`src/rtl/field_op_scheduler_pkg.sv`:
```
// Shared encodings for the field-op scheduler: opcodes, FSM states and the
// instruction word layout used by both the scheduler and its program store.
package field_op_scheduler_pkg;

  typedef enum logic [1:0] {
    OP_MUL = 2'd0,
    OP_SQR = 2'd1,
    OP_ADD = 2'd2,
    OP_END = 2'd3
  } opcode_e;

  typedef enum logic [2:0] {
    ST_IDLE   = 3'd0,
    ST_FETCH  = 3'd1,
    ST_ISSUE  = 3'd2,
    ST_WAIT   = 3'd3,
    ST_NEXT   = 3'd4,
    ST_FINISH = 3'd5
  } state_e;

  localparam int INSTR_W = 9;
  localparam int ADDR_W  = 6;

  // Field order fixes the bit positions: op[8:7], slot[6:4], rep[3:0].
  typedef struct packed {
    opcode_e    op;
    logic [2:0] slot;
    logic [3:0] rep;
  } instr_t;

  function automatic instr_t mk_instr(opcode_e op, logic [2:0] slot, logic [3:0] rep);
    instr_t i;
    i.op   = op;
    i.slot = slot;
    i.rep  = rep;
    return i;
  endfunction

endpackage

```
`src/rtl/field_op_scheduler_prog_rom.sv`:
```
// Program store: 4 programs x 16 instructions, combinational read.
// Unlisted locations read as END, except program 2 which deliberately has none.
module sched_prog_rom
  import field_op_scheduler_pkg::*;
(
  input  logic [ADDR_W-1:0]  addr_i,
  output logic [INSTR_W-1:0] data_o
);

  instr_t data;

  always_comb begin
    data = mk_instr(OP_END, 3'd0, 4'd0);
    case (addr_i[5:4])
      2'd0: begin
        if (addr_i[3:0] == 4'd0) data = mk_instr(OP_MUL, 3'd1, 4'd0);
      end
      2'd1: begin
        if (addr_i[3:0] == 4'd0) data = mk_instr(OP_SQR, 3'd2, 4'd3);
      end
      2'd2: data = mk_instr(OP_ADD, addr_i[2:0], 4'd0);
      default: begin
        if (addr_i[3:0] == 4'd0)      data = mk_instr(OP_ADD, 3'd3, 4'd1);
        else if (addr_i[3:0] == 4'd1) data = mk_instr(OP_MUL, 3'd4, 4'd0);
      end
    endcase
  end

  assign data_o = data;

endmodule

```
`src/rtl/field_op_scheduler.sv`:
```
// Sequences primitive field ops (mul/sqr/add) from a small program store,
// handshaking with the primitive controller via prim_rst/prim_done.
module field_op_scheduler
  import field_op_scheduler_pkg::*;
#(
  parameter int WDOG_MAX = 255
) (
  input  logic       clk,
  input  logic       rst,
  input  logic       start,
  input  logic [1:0] prog_sel,
  input  logic       prim_done,
  output logic       prim_rst,
  output logic [1:0] prim_mode,
  output logic [2:0] prim_slot,
  output logic       busy,
  output logic       done,
  output logic       err,
  output logic [7:0] op_count,
  output logic [2:0] state
);

  localparam int WDOG_W = (WDOG_MAX < 2) ? 1 : $clog2(WDOG_MAX);

  state_e              state_q, state_d;
  logic [1:0]          prog_sel_q, prog_sel_d;
  logic [3:0]          pc_q, pc_d;
  logic [3:0]          rep_q, rep_d;
  logic [WDOG_W-1:0]   wdog_q, wdog_d;
  logic [7:0]          op_cnt_q, op_cnt_d;
  logic                err_q, err_d;
  logic [1:0]          mode_q, mode_d;
  logic [2:0]          slot_q, slot_d;
  logic                prim_rst_q;
  logic [INSTR_W-1:0]  rom_data;
  instr_t              rom_instr;

  sched_prog_rom u_rom (
    .addr_i (({prog_sel_q, pc_q})),
    .data_o (rom_data)
  );

  assign rom_instr = instr_t'(rom_data);

  always_comb begin
    state_d    = state_q;
    prog_sel_d = prog_sel_q;
    pc_d       = pc_q;
    rep_d      = rep_q;
    wdog_d     = wdog_q;
    op_cnt_d   = op_cnt_q;
    err_d      = err_q;
    mode_d     = mode_q;
    slot_d     = slot_q;
    case (state_q)
      ST_IDLE: begin
        if (start) begin
          prog_sel_d = prog_sel;
          pc_d       = 4'd0;
          op_cnt_d   = 8'd0;
          err_d      = 1'b0;
          state_d    = ST_FETCH;
        end
      end
      ST_FETCH: begin
        if (rom_instr.op == OP_END) begin
          state_d = ST_FINISH;
        end else begin
          // Op fields are captured here so they are already valid in ISSUE.
          mode_d  = rom_instr.op;
          slot_d  = rom_instr.slot;
          rep_d   = rom_instr.rep;
          state_d = ST_ISSUE;
        end
      end
      ST_ISSUE: begin
        wdog_d  = '0;
        state_d = ST_WAIT;
      end
      ST_WAIT: begin
        if (prim_done) begin
          if (op_cnt_q != 8'hFF) op_cnt_d = op_cnt_q + 8'd1;
          state_d = ST_NEXT;
        end else if (wdog_q == WDOG_W'(WDOG_MAX - 1)) begin
          err_d   = 1'b1;
          state_d = ST_FINISH;
        end else begin
          wdog_d = wdog_q + WDOG_W'(1);
        end
      end
      ST_NEXT: begin
        if (rep_q != 4'd0) begin
          rep_d   = rep_q - 4'd1;
          state_d = ST_ISSUE;
        end else if (pc_q == 4'd15) begin
          err_d   = 1'b1;
          state_d = ST_FINISH;
        end else begin
          pc_d    = pc_q + 4'd1;
          state_d = ST_FETCH;
        end
      end
      ST_FINISH: state_d = ST_IDLE;
      default:   state_d = ST_IDLE;
    endcase
  end

  always_ff @(posedge clk) begin
    if (rst) begin
      state_q    <= ST_IDLE;
      prog_sel_q <= 2'd0;
      pc_q       <= 4'd0;
      rep_q      <= 4'd0;
      wdog_q     <= '0;
      op_cnt_q   <= 8'd0;
      err_q      <= 1'b0;
      mode_q     <= 2'd0;
      slot_q     <= 3'd0;
      prim_rst_q <= 1'b1;
    end else begin
      state_q    <= state_d;
      prog_sel_q <= prog_sel_d;
      pc_q       <= pc_d;
      rep_q      <= rep_d;
      wdog_q     <= wdog_d;
      op_cnt_q   <= op_cnt_d;
      err_q      <= err_d;
      mode_q     <= mode_d;
      slot_q     <= slot_d;
      // The primitive is released only for cycles spent in WAIT.
      prim_rst_q <= (state_d != ST_WAIT);
    end
  end

  assign prim_rst  = prim_rst_q;
  assign prim_mode = mode_q;
  assign prim_slot = slot_q;
  assign busy      = (state_q != ST_IDLE) && (state_q != ST_FINISH);
  assign done      = (state_q == ST_FINISH);
  assign err       = err_q;
  assign op_count  = op_cnt_q;
  assign state     = state_q;

endmodule

```
`config.mk`:
```
export PLATFORM = sky130hd
export DESIGN_NAME = field_op_scheduler
export DESIGN_NICKNAME = d
export VERILOG_FILES = /design/src/rtl/field_op_scheduler_pkg.sv /design/src/rtl/field_op_scheduler_prog_rom.sv /design/src/rtl/field_op_scheduler.sv
export SDC_FILE = /design/constraint.sdc
export NUM_CORES = 1
export LEC_CHECK = 0
export BUFFER_PORTS_ARGS = -buffer_cell sky130_fd_sc_hd__clkbuf_2
export CAP_MARGIN = 25
export CORE_ASPECT_RATIO = 0.8
export CORE_MARGIN = 5
export CORE_UTILIZATION = 58
export DETAILED_ROUTE_END_ITERATION = 8
export PLACE_DENSITY = 0.78
export SYNTH_ARGS = -nofsm -noshare
export SYNTH_HDL_FRONTEND = slang
export SYNTH_HIERARCHICAL = 1
export SYNTH_SLANG_ARGS = --single-unit
```
`constraint.sdc`:
```
create_clock -name clk -period 2.63 [get_ports clk]
set_clock_uncertainty 0.05 [all_clocks]
set_input_delay 0.526 -clock clk [delete_from_list [all_inputs] [get_ports clk]]
set_output_delay 0.526 -clock clk [all_outputs]
set_load 0.05 [all_outputs]
```
Yosys cells after proc, flatten, opt, wreduce, memory -nomap -nowiden
Index checks and enable logic that the tools add are counted.
Operators by class
  bitwise operators: 1
  $add $sub $neg: 4
  muxes and demuxes: 32
  reduce and logical (&&, ||, !) cells: 18
  equality and inequality tests: 25
Operator list (number)
  $mux W8: 5
  $mux W9: 4
  $pmux W8 S2: 2
  $pmux W9 S3: 1
  $ne A2 B2 Y1 const B: 11
  $mux W4: 5
  $mux W3: 6
  $add A8 B1 Y8 const B: 2
  $pmux W4 S2: 2
  $pmux W3 S5: 1
  $eq A8 B8 Y1 const B: 1
  $ne A8 B8 Y1 const B: 1
  $reduce_and A4 Y1: 2
  $reduce_bool A2 Y1: 4
  $eq A3 B2 Y1 const B: 2
  $eq A3 B3 Y1 const B: 2
  $reduce_and A3 Y1: 2
  $reduce_and A6 Y1: 1
  $reduce_bool A3 Y1: 2
  $mux W1: 5
  $add A4 B1 Y4 const B: 1
  $eq A2 B2 Y1 const B: 2
  $eq A4 B1 Y1 const B: 1
  $eq A4 B4 Y1 const B: 1
  other kinds (13): 14
Storage, ports and cells
  input port bits: 6
  output and inout bits: 20
  bits in registers: 36

Longest topological paths before layout
Gate-level depths: netlist (run 1).
  word-level depth: 8
  depth in mapped cells: 7

Modules after synthesis
Netlist (run 1), hierarchy kept.
By module, submodules not included
  field_op_scheduler: area each 1963.1 sq um, instances 1, cells an instance 231
  sched_prog_rom: area each 156.4 sq um, instances 1, cells an instance 24

Worst setup path after synthesis (run 1)
No wires, ideal clock.
  path kind: register to output
  from: register state_q[0], in the netlist state[0]
  to: output port busy
  slack: -0.829 ns
  data required time: 2.054 ns
  cell stages (with the launch flop): 6
  arrival: 2.883 ns
  buffers on the path: 2
  path through: dfxtp_1 buf_4 clkbuf_1 inv_1 nor3_1 nor2_1
Between the ends
  cells in the longest elaborated chain, start to end: 2
Ends and longest elaborated chain
  from (decl): RTL line field_op_scheduler.sv:25  | state_e state_q, state_d;
  from (signal assigned): RTL line field_op_scheduler.sv:121  | state_q <= state_d;
  $ne A3 B3 Y1 / $reduce_bool A3 Y1 (equally long branches): RTL line field_op_scheduler.sv:138  | assign busy = (state_q != ST_IDLE) && (state_q != ST_FINISH);
  $logic_and A1 B1 Y1 *: RTL line field_op_scheduler.sv:138
  to (decl): RTL line field_op_scheduler.sv:16  | output logic busy,
Every way passes the cells marked *; elsewhere a longest branch is shown, timed or not.

Final worst setup path (run 1)
Same ends and word-level chain as after synthesis.

==> results of run 1 <==
==> path summary, 6_finish.rpt <==
path                                   from                         end  slack [ps]  depth (start not counted)
setup / recovery        state[0]$_SDFF_PP0_                        busy         220                          4
hold / removal                  prog_sel[1]  prog_sel_q[1]$_SDFFE_PP0P_         430                          3
setup reg to reg       pc_q[0]$_SDFFE_PP0P_         state[1]$_SDFF_PP0_         460                          6
hold reg to reg   prim_slot[1]$_SDFFE_PP0P_   prim_slot[1]$_SDFFE_PP0P_         440                          2
==> cell usage in the layout, fill, tap and decap left out, types with 2 or more instances in the layout <==
master	n
dfxtp_1	36
clkbuf_2	25
nor2_1	20
nand2_1	20
o21ai_0	17
a21oi_1	17
inv_1	11
or3_1	10
mux2i_1	9
nor3_1	7
clkbuf_8	6
a31oi_1	5
o31ai_1	5
ha_1	5
nand4_1	4
nand3_1	4
nor2b_1	4
a22oi_1	4
buf_4	4
and4b_1	3
and2_1	3
nor4_1	3
o2111ai_1	3
and3_1	3
a21boi_0	2
o21ai_1	2
or2_2	2
o211ai_1	2
and4_1	2
a211oi_1	2
or4_1	2
nand3b_1	2
nand2b_1	2
clkbuf_1	2
conb_1	2
==> routing by layer <==
metal	routed length [um]	vias to the layer above	track usage
met5	0	-	0
met4	59	0	0.05579
met3	272	8	0.04916
met2	2163	67	0.3063
met1	2222	924	0.2588
li1	-	988	-
==> worst reg2reg max path, stage by stage (launching register included) <==
cell	delay, ps
dfxtp_1	560
o21bai_1	130
a21oi_1	380
a21boi_0	290
mux2i_1	250
nor2_1	90
o311a_1	310
==> per-stage QoR <==
step	instance area (um^2)	power, mW
final	2331	1.244
after CTS	2331	1.247
after global placement	2241	0.8414
after detailed placement	2241	0.8436
after floorplan	2135	0.7977
after global routing	2331	1.302
==> flip-flops by register name, summed over array words and instances (netlist names) <==
signal and flops:
prim_mode 2, prim_rst 1, state 3, err 1
pc_q 4, prog_sel_q 2, op_count 8, rep_q 4
prim_slot 3, wdog_q 8
==> logic make-up (layout without fill, tap and decap cells) <==
kind of cell | Yosys count | after routing | synth area share
buffers and inverters | 26 | 48 | 0.06729
other | 1 | 2 | 0.001769
xor gates and xnor gates | 2 | 2 | 0.008266
DFF | 36 | 36 | 0.3400
muxes | 9 | 9 | 0.04250
AOI/OAI and AO/OA | 74 | 74 | 0.2338
and+or+nand+nor | 102 | 102 | 0.2769
adders and majority gates | 5 | 5 | 0.02952
==> report_power, final <==
part | switching [mW] | internal, mW
combinational | 0.159 | 0.0772
clock | 0.195 | 0.214
sequential | 0.0348 | 0.564
total | 0.389 | 0.855
==> final cells by class <==
class	count	area (um^2)
Tap cell	42	52.55
Sequential cell	36	720.7
Fill cell	296	1140
Timing Repair Buffer	29	155.1
Inverter	11	41.29
Multi-Input combinational cell	194	1271
Clock buffer	8	90.09
==> run metrics, run 1 <==
I/O Pins=26; Worst slew margin=0.5451; RSZ-0062 raised after global routing=no; H-tree levels=2; Tot GR Track Use=0.1930; via/cell ratio=6.209; Root Buffer=clkbuf_8; Setup violations, final=0; Commonest cells post-synth=dfxtp_1, nand2_1, nor2_1; CP endpoint kind=output port; initial core utilization=0.6107; Die Area=4971 um^2; Max Cap Viol=0; worst skew pair latency=290 ps; Die Ht=64.07 um; Post-synth EDFFs=0; Row Count=19; Clk pin slew, worst setup/hold paths=70 ps; P_leak=0.8637 nW; top-area cell type share of the netlist area=0.3400; pre-CTS WS=551.2 ps; YS warnings=6; Critical Path Source Type=flip-flop; power density over the cells=533.7 nW/um^2; Buf/Inv on CP=2; Total Wirelength=4.719 mm; Post-CTS Setup Bufs=0; setup ws final=216.6 ps; PortBufs=25; placer congestion estimate=0.8670; 1st-iter DRT viols=145; Max IR drop VDD=0.3787 mV; clk sinks=36; DR WL/cell=14.75 um; initial antenna violation count=0; max frequency=414.4 MHz; Min-Delay Path Class=input port to flip-flop; FFs w/ async S/R, synth=0; max-slew violation count=0; Core Area=3471 um^2; WS Path Type=flip-flop to output port; Post-CTS Hold Buffers=0; DRC errors left=0; first drt pass iteration count=4; Final min period=2413 ps; Hold Slack=426.2 ps; Post-Syn Instances=255; crit-path cells=inv_1 > nor3_4 > nor2_1 > clkbuf_2; CP top delay family=flip-flops; CTS tree=yes; crit-path max cell delay=740 ps; Slew @ Worst Pin=681.4 ps; CP max FO=20; Routed Antenna Nets=0; number of global-route vias before repair=1,768; Synth-to-Final Area Change=9.977%; Die W=77.59 um; Final Util=0.6716; TritonCTS Buffers=5; Synth Cell Area=2120 um^2; first-pass GRT wire length=7.935 mm; syn_area_per_cell=8.312 um^2; final hold violations=0; Ant. Diodes=0; Yosys top cell by area=dfxtp_1; grt total ovfl=0; Finished Layout Cells=320; Layout Nets=288; Yosys reg bits=36; Unique masters post-synth=63; DPL Wire Length=3.315 mm; outcome=finished, final reports clean; Worst EP required=2050 ps; Seq/Total Area, Yosys=0.3400; CP arrival=1840 ps; Tcrit/Tclk final=0.9176; largest net degree at the start of global routing=23; top-count cell post-synth=dfxtp_1; largest cells by area after synthesis=dfxtp_1, mux2i_1, a21oi_1; Resize count post-CTS=0; share of layout cells above drive strength 1=0.1619; Worst path slowest cell=dfxtp_1; top flip-flop cell by instance count after synthesis=dfxtp_1; Clock Tree Buf Depth=2; vias after detailed routing=1,987; setup TNS=0 ps; placed cells=312
(Power assumes the default switching activity.)
==> run 2: changes to the inputs <==
Settings changed: PLACE_DENSITY 0.78 to 0.86, REMOVE_ABC_BUFFERS set to 1.
==> run metrics, run 2 (synthesis results as in run 1) <==
outcome=finished, final reports clean; Synth-to-Final Area Change=9.799%; Max Cap Viol=0 (unchanged); Min-Delay Path Class=input port to flip-flop; Final min period=2402 ps (-11.55 ps); final hold violations=0 (unchanged); largest net degree at the start of global routing=23 (unchanged); DRC errors left=0 (unchanged); most common cell after layout, fill and taps aside=dfxtp_1; pre-CTS WS=538.7 ps (-12.52 ps); CP endpoint kind=output port; proportion of power drawn by flip-flops and latches=0.481 (about the same); PortBufs=25 (unchanged); initial core utilization=0.6107 (unchanged); Total Wirelength=5.037 mm (+6.7%); sw frac=0.3142 (+0.001586); initial antenna violation count=0 (unchanged); Die Ht=64.07 um (unchanged); placed cells=313 (+0.32%); placed inst area=2237 um^2 (-0.17%); Seq. cell area=720.7 um^2 (unchanged); Worst EP required=2050 ps (about the same); Worst path slowest cell=dfxtp_1; 1st-iter DRT viols=209 (+44%); Post-CTS Setup Bufs=0 (unchanged); Slew @ Worst Pin=631.9 ps (-49.46 ps); Setup violations, final=0 (unchanged); Routed Antenna Nets=0 (unchanged); max frequency=416.3 MHz (+0.48%); crit-path cells=inv_1 > nor3_1 > clkbuf_2; Ant. Diodes=0 (unchanged); setup ws final=228.2 ps (+11.55 ps); RSZ-0062 raised after global routing=no; Tot GR Track Use=0.2100 (+0.01710); WS Path Type=flip-flop to output port; TritonCTS Buffers=5 (unchanged); clk sinks=36 (unchanged); DR WL/cell=15.69 um (+6.4%); crit-path max cell delay=730 ps (about the same); placer congestion estimate=0.8537 (-1.5%); CP arrival=1830 ps (about the same); Hold Slack=429.7 ps (+3.478 ps); Tcrit/Tclk final=0.9132 (-0.004392); DPL Wire Length=3.467 mm (+4.6%); CTS tree=yes; commonest non-fill, non-tap cells in the layout=dfxtp_1, clkbuf_2, nor2_1, nand2_1; Max IR drop VDD=0.3384 mV (-11%); Comb pwr share=0.188 (-0.002); Critical Path Source Type=flip-flop; Internal Power=0.8538 mW (-0.16%); power density over the cells=534.9 nW/um^2 (+0.23%); worst skew pair latency=290 ps (about the same); Resize count post-CTS=0 (unchanged); max-slew violation count=0 (unchanged); post-route cell area=2327 um^2 (-0.16%); Layout Nets=289 (+0.35%); grt total ovfl=0 (unchanged); Clock Tree Buf Depth=2 (unchanged); clock share of power=0.331 (+0.002); first-pass GRT wire length=8.514 mm (+7.3%); Multi-input gate area=1260 um^2 (-0.89%); first drt pass iteration count=5 (+1); Row Count=19 (unchanged); I/O Pins=26 (unchanged); Clk pin slew, worst setup/hold paths=70 ps (about the same); Worst slew margin=0.5782 (+0.03302); vias after detailed routing=2,073 (+4.3%); H-tree levels=2 (unchanged); number of global-route vias before repair=1,852 (+4.8%); Final Util=0.6705 (-0.001081); via/cell ratio=6.458 (+4.0%); Die Area=4971 um^2 (unchanged); Core Area=3471 um^2 (unchanged); Root Buffer=clkbuf_8; FILL cells=299 (+1.0%); CP max FO=20 (unchanged); Post-CTS Hold Buffers=0 (unchanged); setup TNS=0 ps (unchanged); share of layout cells above drive strength 1=0.1613 (-0.0005802); Overall Power=1.245 mW (about the same); Net Sw Power=0.3911 mW (+0.58%); Die W=77.59 um (unchanged); P_leak=0.8677 nW (+0.47%); Finished Layout Cells=321 (+0.31%)
-- run 2: cell count changes in the layout (fill, tap and decap cells not counted) --
| cell | delta |
|---|---|
| buf_4 | +1 |
| nor3_1 | +1 |
| nor3_4 | -1 |
-- run 2: power by group through the flow --
stage / clock network, mW / logic, mW / registers, mW
5_1_grt: 0.453 / 0.254 / 0.603
4_1_cts: 0.420 / 0.232 / 0.598
3_5_place_dp: 0 / 0.230 / 0.610
2_1_floorplan: 0 / 0.128 / 0.648
3_3_place_gp: 0 / 0.226 / 0.609
6_report: 0.412 / 0.234 / 0.599
-- run 2: metal layers --
| layer | track usage | routed length [um] |
|---|---|---|
| met4 | 0.09657 | 89 |
| met1 | 0.2710 | 2311 |
| met2 | 0.3323 | 2328 |
| met3 | 0.04916 | 308 |
| met5 | 0 | 0 |
-- run 2: area by class of cell --
cell class / count / area share
Tap cell: 42 / 0.02258
Clock buffer: 8 / 0.03871
Timing Repair Buffer: 30 / 0.06989
Inverter: 11 / 0.01774
Sequential cell: 36 / 0.3097
Multi-Input combinational cell: 194 / 0.5414
-- run 2: final timing paths --
kind	start	endpoint	slack (ps)	cells past startpoint
setup / recovery	state[0]$_SDFF_PP0_	done	230	3
hold / removal	prog_sel[1]	prog_sel_q[1]$_SDFFE_PP0P_	430	3
setup reg to reg	state[0]$_SDFF_PP0_	prim_rst$_SDFF_PP1_	490	4
hold reg to reg	prim_mode[0]$_SDFFE_PP0P_	prim_mode[0]$_SDFFE_PP0P_	450	2
-- run 2: critical path, delay by kind of cell (launching register included) --
family                 cells  cell delay (ps)
AND/OR/NAND/NOR            1              270
buffers and inverters      2              530
flip-flops                 1              730
